[src/rtl/mem_port_arbiter.sv]
// Two-requester round-robin arbiter sharing one 4B memory port.
// Ports: req0/req1 (imem/dmem) request + response channels, memreq/memresp
// toward memory, num_outstanding = requests issued but not yet answered.
module mem_port_arbiter #(
    parameter int p_max_outstanding = 4
) (
    input  logic        clk,
    input  logic        reset,

    input  logic [76:0] req0_msg,
    input  logic        req0_val,
    output logic        req0_rdy,
    output logic [46:0] resp0_msg,
    output logic        resp0_val,
    input  logic        resp0_rdy,

    input  logic [76:0] req1_msg,
    input  logic        req1_val,
    output logic        req1_rdy,
    output logic [46:0] resp1_msg,
    output logic        resp1_val,
    input  logic        resp1_rdy,

    output logic [76:0] memreq_msg,
    output logic        memreq_val,
    input  logic        memreq_rdy,
    input  logic [46:0] memresp_msg,
    input  logic        memresp_val,
    output logic        memresp_rdy,

    output logic [$clog2(p_max_outstanding):0] num_outstanding
);

    localparam int c_ptr_w = $clog2(p_max_outstanding);
    localparam int c_cnt_w = c_ptr_w + 1;

    logic               prio_q,   prio_d;
    logic [c_ptr_w-1:0] wr_ptr_q, wr_ptr_d;
    logic [c_ptr_w-1:0] rd_ptr_q, rd_ptr_d;
    logic [c_cnt_w-1:0] cnt_q,    cnt_d;
    // One requester id per in-flight request, in issue order.
    logic [p_max_outstanding-1:0] fifo_q, fifo_d;

    logic grant;
    logic can_issue;
    logic empty;
    logic head;
    logic req_fire;
    logic resp_fire;

    // Credit is based on the registered count only, so a response
    // popping this cycle never frees a slot until the next cycle.
    assign can_issue = (cnt_q < c_cnt_w'(p_max_outstanding));
    assign empty     = (cnt_q == '0);
    assign head      = fifo_q[rd_ptr_q];

    always_comb begin
        if (req0_val && req1_val) begin
            grant = prio_q;
        end else begin
            grant = req1_val;
        end
    end

    // All handshake outputs are forced low while reset is held.
    always_comb begin
        memreq_msg  = grant ? req1_msg : req0_msg;
        memreq_val  = ~reset & can_issue & (grant ? req1_val : req0_val);
        req0_rdy    = ~reset & can_issue & memreq_rdy & ~grant;
        req1_rdy    = ~reset & can_issue & memreq_rdy & grant;
        resp0_msg   = memresp_msg;
        resp1_msg   = memresp_msg;
        resp0_val   = ~reset & ~empty & memresp_val & ~head;
        resp1_val   = ~reset & ~empty & memresp_val & head;
        memresp_rdy = ~reset & ~empty & (head ? resp1_rdy : resp0_rdy);
    end

    assign req_fire  = memreq_val & memreq_rdy;
    assign resp_fire = memresp_val & memresp_rdy;

    always_comb begin
        prio_d   = prio_q;
        wr_ptr_d = wr_ptr_q;
        rd_ptr_d = rd_ptr_q;
        cnt_d    = cnt_q;
        fifo_d   = fifo_q;
        if (req_fire) begin
            fifo_d[wr_ptr_q] = grant;
            wr_ptr_d         = wr_ptr_q + c_ptr_w'(1);
            prio_d           = ~grant;
        end
        if (resp_fire) begin
            rd_ptr_d = rd_ptr_q + c_ptr_w'(1);
        end
        if (req_fire && !resp_fire) begin
            cnt_d = cnt_q + c_cnt_w'(1);
        end else if (!req_fire && resp_fire) begin
            cnt_d = cnt_q - c_cnt_w'(1);
        end
    end

    always_ff @(posedge clk) begin
        if (reset) begin
            prio_q   <= 1'b0;
            wr_ptr_q <= '0;
            rd_ptr_q <= '0;
            cnt_q    <= '0;
        end else begin
            prio_q   <= prio_d;
            wr_ptr_q <= wr_ptr_d;
            rd_ptr_q <= rd_ptr_d;
            cnt_q    <= cnt_d;
        end
    end

    // Entries are only read while the count says they are valid.
    always_ff @(posedge clk) begin
        fifo_q <= fifo_d;
    end

    assign num_outstanding = cnt_q;

endmodule

[config.mk]
export PLATFORM = sky130hd
export DESIGN_NAME = mem_port_arbiter
export DESIGN_NICKNAME = d
export VERILOG_FILES = /design/src/rtl/mem_port_arbiter.sv
export SDC_FILE = /design/constraint.sdc
export NUM_CORES = 1
export LEC_CHECK = 0
export BUFFER_PORTS_ARGS = -buffer_cell sky130_fd_sc_hd__buf_2
export CORE_AREA = 2 2 151 153
export DETAILED_ROUTE_END_ITERATION = 6
export DIE_AREA = 0 0 153 155
export SYNTH_ARGS = -nofsm -noshare
export SYNTH_HDL_FRONTEND = slang
export SYNTH_SLANG_ARGS = --single-unit
[constraint.sdc]
create_clock -name clk -period 3.25 [get_ports clk]
set_clock_uncertainty 0.15 [all_clocks]
set_input_delay 0.1625 -clock clk [delete_from_list [all_inputs] [get_ports clk]]
set_output_delay 0.1625 -clock clk [all_outputs]
set_load 0.05 [all_outputs]
# Word level (Yosys, flattened, before mapping)
# Index checks and enable logic that the tools add are counted.
# W data, S select, Z words.
[word_totals]
out_inout_bits = 180
ff_bits = 12
word_cells = 48
input_bits = 209
[op_classes]
mux = 11
add_sub_neg = 4
reduce_logical = 8
n_lt_le_gt_ge = 4
n_bitwise = 16
[op_table]
columns = ["cell", "n"]
rows = [
  ["$mux W77", 1],
  ["$and A1 B1 Y1", 12],
  ["$lt A2 B3 Y1 const B", 2],
  ["$mux W3", 2],
  ["$mux W1", 5],
  ["$add A2 B1 Y2 const B", 2],
  ["$bwmux W4", 1],
  ["$logic_and A1 B1 Y1", 4],
  ["$not A1 Y1", 4],
  ["$add A3 B1 Y3 const B", 1],
  ["$logic_not A3 Y1", 1],
  ["$lt A3 B3 Y1 const B", 1],
  ["$sub A3 B1 Y3 const B", 1],
  ["$bmux W1 S2", 1],
  ["$demux W1 S2", 1],
  ["$ge A2 B1 Y1 const B", 1],
  ["$logic_not A1 Y1", 2],
  ["$reduce_bool A2 Y1", 1],
]

# Longest topological paths before layout
# Gate-level depths: netlist of run 1.
[logic_depth]
depth_word = 9
ltp_mapped = 10
depth_no_buf = 10

# Worst setup path before layout of run 1
# Ideal clock, no wire load.
[synth_timing]
path_type = "register -> register"
from = "register cnt_q[2] (netlist: num_outstanding[2])"
to = "register cnt_q[2] (netlist: num_outstanding[2])"
path_buffers = 0
setup_slack_ps = 707
setup_time_ps = 70
arrival_ps = 2323
stages_incl_launch_ff = 10
required_time_ps = 3030
synth_period_minus_slack_ps = 2543
path_cell_list = "dfxtp_1 -> or3_1 -> nand3_2 -> or2_1 -> ha_1 -> inv_1 -> fa_1 -> xor2_1 -> or3_1 -> a21oi_1"
[synth_via]
elab_chain_cells = 8
elab_cells_between_ends = 18
cone_classes = "2 x add/sub; 1 x order compare; 2 x mux; 7 x bitwise; 6 x reduce/logical"
[synth_lines]
columns = ["item", "line", "rtl"]
rows = [
  ["start, declared", "40", "logic [c_cnt_w-1:0] cnt_q, cnt_d;"],
  ["start signal, assigned", "112", "cnt_q <= cnt_d;"],
  ["parallel branches: the longest is 8 deep, another holds $lt A3 B3 Y1", "-", ""],
]
# Several ways; the timed one is not identified. The select of a mux whose other input is x is not followed.
# A chain may end at the register's enable or synchronous reset.

# Worst setup path after layout of run 1
[layout_timing]
from = "register rd_ptr_q[1]"
to = "register cnt_q[2] (netlist: num_outstanding[2])"
[layout_via]
elab_chain_cells = 8
elab_cells_between_ends = 10
cone_classes = "4 x mux; 2 x bitwise; 4 x reduce/logical"
[layout_lines]
columns = ["item", "line", "rtl"]
rows = [
  ["start, declared", "39", "logic [c_ptr_w-1:0] rd_ptr_q, rd_ptr_d;"],
  ["start signal, assigned", "111", "rd_ptr_q <= rd_ptr_d;"],
  ["$bmux W1 S2 *", "55", "assign head = fifo_q[rd_ptr_q];"],
  ["$mux W1 (not written as such) *", "55", ""],
  ["$mux W1 *", "75", "memresp_rdy = ~reset & ~empty & (head ? resp1_rdy : resp0_rdy);"],
  ["$and A1 B1 Y1 *", "75", ""],
  ["$and A1 B1 Y1 *", "79", "assign resp_fire = memresp_val & memresp_rdy;"],
  ["$logic_not A1 Y1", "95", "if (req_fire && !resp_fire) begin"],
  ["$logic_and A1 B1 Y1", "95", ""],
  ["$mux W3 or $reduce_bool A2 Y1 (tied branches)", "-", ""],
]
# Mark *: on every way between the ends. The rest lies on a longest branch, timed or not. The select of a mux whose other input is x is not followed.

==> run summary, run 1 <==
STA classifies the critical path startpoint as a register. The count of antenna-violating nets left after detailed routing is 0. The remaining routing DRC violations came out at 0. The power per cell area came out at 350 nW/um^2. The number of nets in the synthesized netlist is 463. The initial standard-cell utilization of the core came out at 0.104. The count of nets after finishing is 617. The leading cell type in the layout, fill and taps excluded is sky130_fd_sc_hd__buf_2.

The first-pass GRT wire length is 12900 um. The area of the core region came out at 22200 sq um. The sum of buffers and inverters on the critical path came out at 1. The setup TNS is 0 ns. The latest clock arrival within the worst-skew pair is 0.24 ns. The number of gates given a new drive strength after cts came out at 0. In the layout the commonest cells are sky130_fd_sc_hd__buf_2, sky130_fd_sc_hd__mux2_2, sky130_fd_sc_hd__dfxtp_1. The total routing resource utilization after global routing came out at 0.0710. The level count of the clock H-tree is 1. The largest stage delay on the critical path is 0.40 ns. The clock passes through at most 2 buffers.

The via count of the first global-routing pass was 2183. The detailed-route via count came out at 2264. The die is 155 um tall.

The actual slew at the worst max-slew pin came out at 0.528 ns. The period utilization came out at 0.823. The initial antenna violation count is 0. The cell area after technology mapping is 2320 sq um. The maximum clock frequency is 0.374 GHz. The yosys synthesis warning count came out at 0. The critical path is of the register to register type. Registers take 280 sq um. The post-route minimum period came out at 2.67 ns. The total count of hold-check failures in the final report is 0. The worst-case IR drop observed on VDD is 0.139 mV.

Port buffering added 247 buffers. The number of diodes is 0. The standard-cell row count came out at 55. The total area of multi-input combinational cells is 1260 sq um. The data arrival time of the critical path came out at 2.70 ns. The largest individual stage delay along the critical path comes from the cell sky130_fd_sc_hd__dfxtp_1. Setup repair after global routing left no endpoint under its margin. In this run the worst hold path is classified as input port to register. The first detailed-routing pass took 3 iterations. The TritonCTS clock tree is done. The signal on the critical path passes through mux2i_1 > mux2_2 > mux2i_1 > or2_1 > ha_1 > inv_1 > fa_1 > xor2_1 > or3_1 > a21oi_1. The number of design-rule violations left by the first detailed-router iteration is 47. The cell that appears most often on the critical path is sky130_fd_sc_hd__mux2i_1. The post-detailed-placement half-perimeter wirelength came out at 8600 um. The run finished with clean final reports.

The instance count of the mapped netlist is 248. The maximum number of pins on one net before global-route repair is 47. Yosys mapped the design onto 29 distinct sky130hd cell types. Of the cells placed in the final design, the portion with a size suffix greater than 1 is 0.838.

The tree is rooted in a sky130_fd_sc_hd__clkbuf_16. The placer's final routability congestion estimate is 0.886. The detail-routed net length per standard cell is 13.8 um. The count of clock tree sinks is 12. The width of the die came out at 153 um. The total wire length came out at 9480 um.

Max-cap violations in this run came to 0. The capturing element type of the critical path is a register. For this design the static power due to leakage is 1.64 nW. The clock buffer count from CTS came out at 3.

The required time of the worst setup path is 3.27 ns. The post-layout instance count excluding filler cells came out at 686. The number of placed I/O pins is 389. The largest fanout on the critical path came out at 4. The post-CTS setup buffer count came out at 0. The filler cells instantiated in the layout total 2539. The number of buffers added to fix hold violations after cts is 0. The routed via count divided by cell count came out at 3.30.

The sequential-to-total area share from yosys stat is 0.121. After clock tree synthesis, the clock-pin slew on the worst setup and hold paths is 0.04 ns. The global route total overflow came out at 0. The final setup violation count came out at 0. The number of cells after detailed placement came out at 682. From synthesis to final layout, the design area changed by 41.8%. The worst slew slack as a fraction of its limit is 0.647. Grouping stages by cell kind, the critical path spends the most delay in multiplexers.

The flop and latch count out of synthesis is 12. The total count of max-transition violations in the final report came out at 0. In this run the mean area of a mapped cell was 9.36 sq um. The die outline area came out at 23700 sq um.
[worst paths after layout]
check                             to  slack, ns   startpoint  depth (start not counted)
hold reg to reg          rd_ptr_q[1]       0.40  rd_ptr_q[0]                          2
setup / recovery  num_outstanding[2]       0.58  rd_ptr_q[1]                         10
setup reg to reg  num_outstanding[2]       0.58  rd_ptr_q[1]                         10
hold / removal                prio_q       0.05     req1_val                          2
[flip-flops by register name, summed over array words and instances (netlist names)]
name,flops
fifo_q,4
num_outstanding,3
rd_ptr_q,2
wr_ptr_q,2
prio_q,1
[cells in the mapped netlist]
cell | number | area [sq um]
sky130_fd_sc_hd__a21oi_1 | 2 | 10.0
sky130_fd_sc_hd__a311oi_1 | 1 | 8.76
sky130_fd_sc_hd__and2_1 | 4 | 25.0
sky130_fd_sc_hd__buf_2 | 7 | 35.0
sky130_fd_sc_hd__buf_4 | 95 | 713
sky130_fd_sc_hd__buf_6 | 1 | 11.3
sky130_fd_sc_hd__dfxtp_1 | 8 | 160
sky130_fd_sc_hd__edfxtp_1 | 4 | 120
sky130_fd_sc_hd__fa_1 | 1 | 20.0
sky130_fd_sc_hd__ha_1 | 5 | 62.6
sky130_fd_sc_hd__inv_1 | 7 | 26.3
sky130_fd_sc_hd__mux2_2 | 78 | 878
sky130_fd_sc_hd__mux2i_1 | 7 | 70.1
sky130_fd_sc_hd__nand2_1 | 1 | 3.75
sky130_fd_sc_hd__nand2b_1 | 1 | 6.26
sky130_fd_sc_hd__nand3_2 | 1 | 10.0
sky130_fd_sc_hd__nor2_1 | 7 | 26.3
sky130_fd_sc_hd__nor2b_1 | 2 | 12.5
sky130_fd_sc_hd__nor3_1 | 3 | 15.0
sky130_fd_sc_hd__nor3_4 | 1 | 16.3
sky130_fd_sc_hd__o21ai_0 | 2 | 10.0
sky130_fd_sc_hd__o21ai_2 | 1 | 8.76
sky130_fd_sc_hd__o311a_1 | 1 | 10.0
sky130_fd_sc_hd__o311ai_0 | 1 | 8.76
sky130_fd_sc_hd__o41ai_1 | 1 | 8.76
sky130_fd_sc_hd__or2_1 | 1 | 6.26
sky130_fd_sc_hd__or3_1 | 2 | 12.5
sky130_fd_sc_hd__xnor2_1 | 1 | 8.76
sky130_fd_sc_hd__xor2_1 | 2 | 17.5
[power by group]
group	internal, mW	total, mW	switching, mW	leakage (nW)
combinational	0.248	0.749	0.502	1.50
clock	0.162	0.224	0.0622	0.0385
sequential	0.167	0.179	0.0121	0.102
[worst register-to-register path: stages (launching register included)]
cell	delay [ns]
sky130_fd_sc_hd__dfxtp_1	0.40
sky130_fd_sc_hd__mux2i_1	0.29
sky130_fd_sc_hd__mux2_2	0.23
sky130_fd_sc_hd__mux2i_1	0.21
sky130_fd_sc_hd__or2_1	0.12
sky130_fd_sc_hd__ha_1	0.18
sky130_fd_sc_hd__inv_1	0.06
sky130_fd_sc_hd__fa_1	0.37
sky130_fd_sc_hd__xor2_1	0.16
sky130_fd_sc_hd__or3_1	0.30
sky130_fd_sc_hd__a21oi_1	0.13
[metrics by stage]
| step | setup slack, ns | cell area, sq um | hold WS (ns) | utilization | total power, mW |
|---|---|---|---|---|---|
| after floorplan | 0.707 | 2320 | 0.129 | - | 1.03 |
| after global placement | 0.640 | 3210 | 0.176 | 0.145 | 0.927 |
| after detailed placement | 0.577 | 3210 | 0.176 | 0.145 | 0.935 |
| after CTS | 0.552 | 3290 | 0.0477 | 0.148 | 1.16 |
| after global routing | 0.390 | 3290 | 0.0568 | 0.148 | 1.21 |
| final | 0.576 | 3290 | 0.0467 | 0.148 | 1.15 |
[cell families after synthesis]
| group | share of synthesized area |
|---|---|
| mux | 0.408 |
| xor+xnor | 0.0113 |
| buf+inv | 0.338 |
| flops | 0.121 |
| simple gates | 0.0577 |
| compound gates | 0.0280 |
| fa+ha+maj | 0.0356 |
[routing by layer]
metal	track usage	vias to the layer above	share of wire
li1	-	1060	-
met1	0.0922	1009	0.43
met2	0.114	178	0.46
met3	0.0251	17	0.10
met4	0.0154	0	0.0081
met5	0	-	0
[layout make-up]
type / count / share of cell area
clock buffers: 3 / 0.0228
clock inverters: 1 / 0.00114
inverters: 7 / 0.00798
multi-input cells: 126 / 0.384
flip-flops and latches: 12 / 0.0851
well taps: 285 / 0.108
repair buffers: 252 / 0.391
Note: power is estimated with default switching activity, not from simulation.
==> inputs of run 2 (changes only) <==
==> constraint.sdc (replaced) <==
create_clock -name clk -period 2.5 [get_ports clk]
set_clock_uncertainty 0.15 [all_clocks]
set_input_delay 0.125 -clock clk [delete_from_list [all_inputs] [get_ports clk]]
set_output_delay 0.125 -clock clk [all_outputs]
set_load 0.05 [all_outputs]
==> run summary, run 2 (same netlist as run 1, synthesis figures left out) <==
The flow ran to the end, and the final reports show no timing, DRC or antenna violations. The standard-cell row count came out at 55. The most prevalent standard cell on the critical path is sky130_fd_sc_hd__mux2i_2. The number of max-cap violations came out at 0. The routed via count divided by cell count is 3.27. The register with the most flip-flops is fifo_q.

The detail-routed net length per standard cell came out at 14.9 um. For this design, the slowest cell found on the critical path is sky130_fd_sc_hd__dfxtp_2. The worst reg2reg path startpoint is rd_ptr_q[1]. The largest stage delay on the critical path is 0.35 ns.

The area growth from synthesis to layout is 46.5%. The initial antenna violation count is 5. The portion of total power attributed to sequential cells came out at 0.152. The endpoint identified for the worst register-to-register timing path is num_outstanding[2].

The pre-antenna-repair detailed-routing pass consisted of 4 iterations. Counting tap cells, the placed design contains a total of 687 instances. The library cells used most frequently in the layout, excluding fill and tap cells, are sky130_fd_sc_hd__buf_2, sky130_fd_sc_hd__mux2_2, sky130_fd_sc_hd__buf_4. The number of placed I/O pins is 389.

The via count of the first global-routing pass came out at 2257. Setup repair after global routing could not meet its margin everywhere. The global route total overflow came out at 0. Measured along the x axis, the die boundary spans 153 um. The worst setup path is launched from a register. For this block, wires on met1 add up to 4290 um. The met3 wirelength from detailed routing is 959 um.

The critical path ends at num_outstanding[2]. The post-detailed-placement half-perimeter wirelength came out at 9500 um. The count of nets after finishing is 629. The total count of max-transition violations in the final report came out at 0. The power per cell area came out at 448 nW/um^2. The number of buffer cells added on primary ports is 247. The leakage power total came out at 1.71 nW.

Overall power consumption after layout is estimated at 1.52 mW. The placer's final routability congestion estimate came out at 0.787. At the pin with the least slew margin, the transition time is 0.346 ns. The placement-stage cell area is 3260 sq um. TritonCTS built the clock tree. The maximum number of pins on one net before global-route repair came out at 58.

The number of diodes is 0. The utilization after layout came out at 0.153. Setup violations remaining at the end of the flow were counted as 0. Summed over all nets, the switching power comes to 0.757 mW. The total non-filler cell area in the finished layout came out at 3400 sq um. The internal portion of the total power is 0.768 mW. The register-to-register setup slack is 0.01 ns. The first global-routing pass estimated 14400 um of wire.

The clock group share of total power is 0.194. The latest clock arrival within the worst-skew pair came out at 0.24 ns. Counting both buffers and inverters, the worst setup path holds a total of 1. In this run the worst path has a maximum fanout of 3. The total routing resource utilization after global routing came out at 0.0816. The detailed-route via count is 2283.

Traced cell by cell, the critical path runs through mux2i_2 > mux2_4 > mux2i_2 > or2_1 > ha_2 > inv_2 > fa_2 > xor2_1 > or3_1 > a21oi_1. The count of antenna-violating nets left after detailed routing is 0. Tracing the worst setup path back leads to its startpoint at rd_ptr_q[1]. The net switching fraction of the power came out at 0.497. The period utilization came out at 0.995. The maximum clock frequency came out at 0.402 GHz. The final hold slack came out at 0.00114 ns. The register with the most flip-flops in the layout has 4 of them. After the flow finishes, the layout carries non-filler instances totaling 698.

The worst pin sits at a relative slew slack of 0.766. The type of the setup path with the least slack is register to register. The clock transition at the registers of the reported paths is 0.05 ns. The path depth of the worst reg2reg path came out at 10. The total wire length is 10400 um. The clock buffer count from CTS came out at 3. The total count of hold-check failures in the final report is 0. On the critical path the largest part of the delay comes from multiplexers. The count of clock tree sinks came out at 12. For this run, design rule violations remaining after detail routing come to 0. The number of cells on the critical path came out at 10.

The combinational group share of total power came out at 0.654. Leaving out fill and tap cells, the most frequent cell in the layout is sky130_fd_sc_hd__buf_2. The root buffer cell chosen for the clock tree is sky130_fd_sc_hd__clkbuf_16. The die is 155 um tall. Data arrives at the worst endpoint at 2.51 ns. The ratio of cells with drive above 1 in the final layout is 0.862. The number of design-rule violations left by the first detailed-router iteration is 45. Across the VDD grid, the largest voltage drop is 0.148 mV. The required time of the worst setup path came out at 2.52 ns. The number of buffers between clock root and the deepest sink is 2.

The die outline area came out at 23700 sq um. Signal routing reaches up to met5. After layout, the minimum clock period comes to 2.49 ns. The level count of the clock H-tree is 1. The routed design uses 4950 um of met2 wire. The min-delay analysis places its worst path in the category input port to register. The capturing element type of the critical path is a register. The initial standard-cell utilization of the core came out at 0.104. The area of the core region is 22200 sq um.
[run 2: cell types whose count changed in the layout (fill, tap and decap cells not counted), sizes merged]
cell and change:
buf +12
[run 2: power by group through the flow]
| stage | Clock [mW] | Combinational [mW] | Sequential [mW] |
|---|---|---|---|
| after floorplan | 0 | 1.08 | 0.260 |
| after global placement | 0 | 0.986 | 0.233 |
| after detailed placement | 0 | 0.994 | 0.234 |
| after CTS | 0.300 | 1.01 | 0.231 |
| after global routing | 0.309 | 1.06 | 0.234 |
| final | 0.296 | 0.997 | 0.231 |
[run 2: how the worst min path moves through the flow]
stage / startpoint / slack (ns) / end / depth (start not counted)
finish: req1_val / 0.001 / prio_q / 2
global route: req1_val / 0.02 / prio_q / 2
CTS: req1_val / 0.004 / prio_q / 2
detailed placement: memresp_msg[3] / 0.10 / resp0_msg[3] / 0
global placement: memresp_msg[3] / 0.10 / resp0_msg[3] / 0
floorplan: req1_val / 0.09 / prio_q / 1
[run 2: metrics by stage]
step | setup TNS [ns] | setup slack [ns]
after floorplan | 0 | 0.0103
after global placement | -0.0531 | -0.0531
final | 0 | 0.0131
after CTS | -0.00879 | -0.00879
after global routing | -0.134 | -0.134
after detailed placement | -0.131 | -0.131
[run 2: repair_timing]
item,CTS,global route
pin swaps,2,1
setup buffers,6,1
setup endpoints to repair,1,1
hold buffers,0,0
resized for setup,5,1
[run 2: area by class of cell]
cell class / instances / area, sq um
Timing Repair Buffer: 264 / 1380
Fill cell: 2543 / 18800
Inverter: 7 / 26.3
Clock inverter: 1 / 3.75
Tap cell: 285 / 357
Multi-Input combinational cell: 126 / 1280
Clock buffer: 3 / 75.1
Sequential cell: 12 / 284
[run 2: layer usage]
metal	vias to the layer above	global-route usage
met5	-	0
met4	4	0.0247
met3	33	0.0259
met2	182	0.135
met1	981	0.101
li1	1083	-
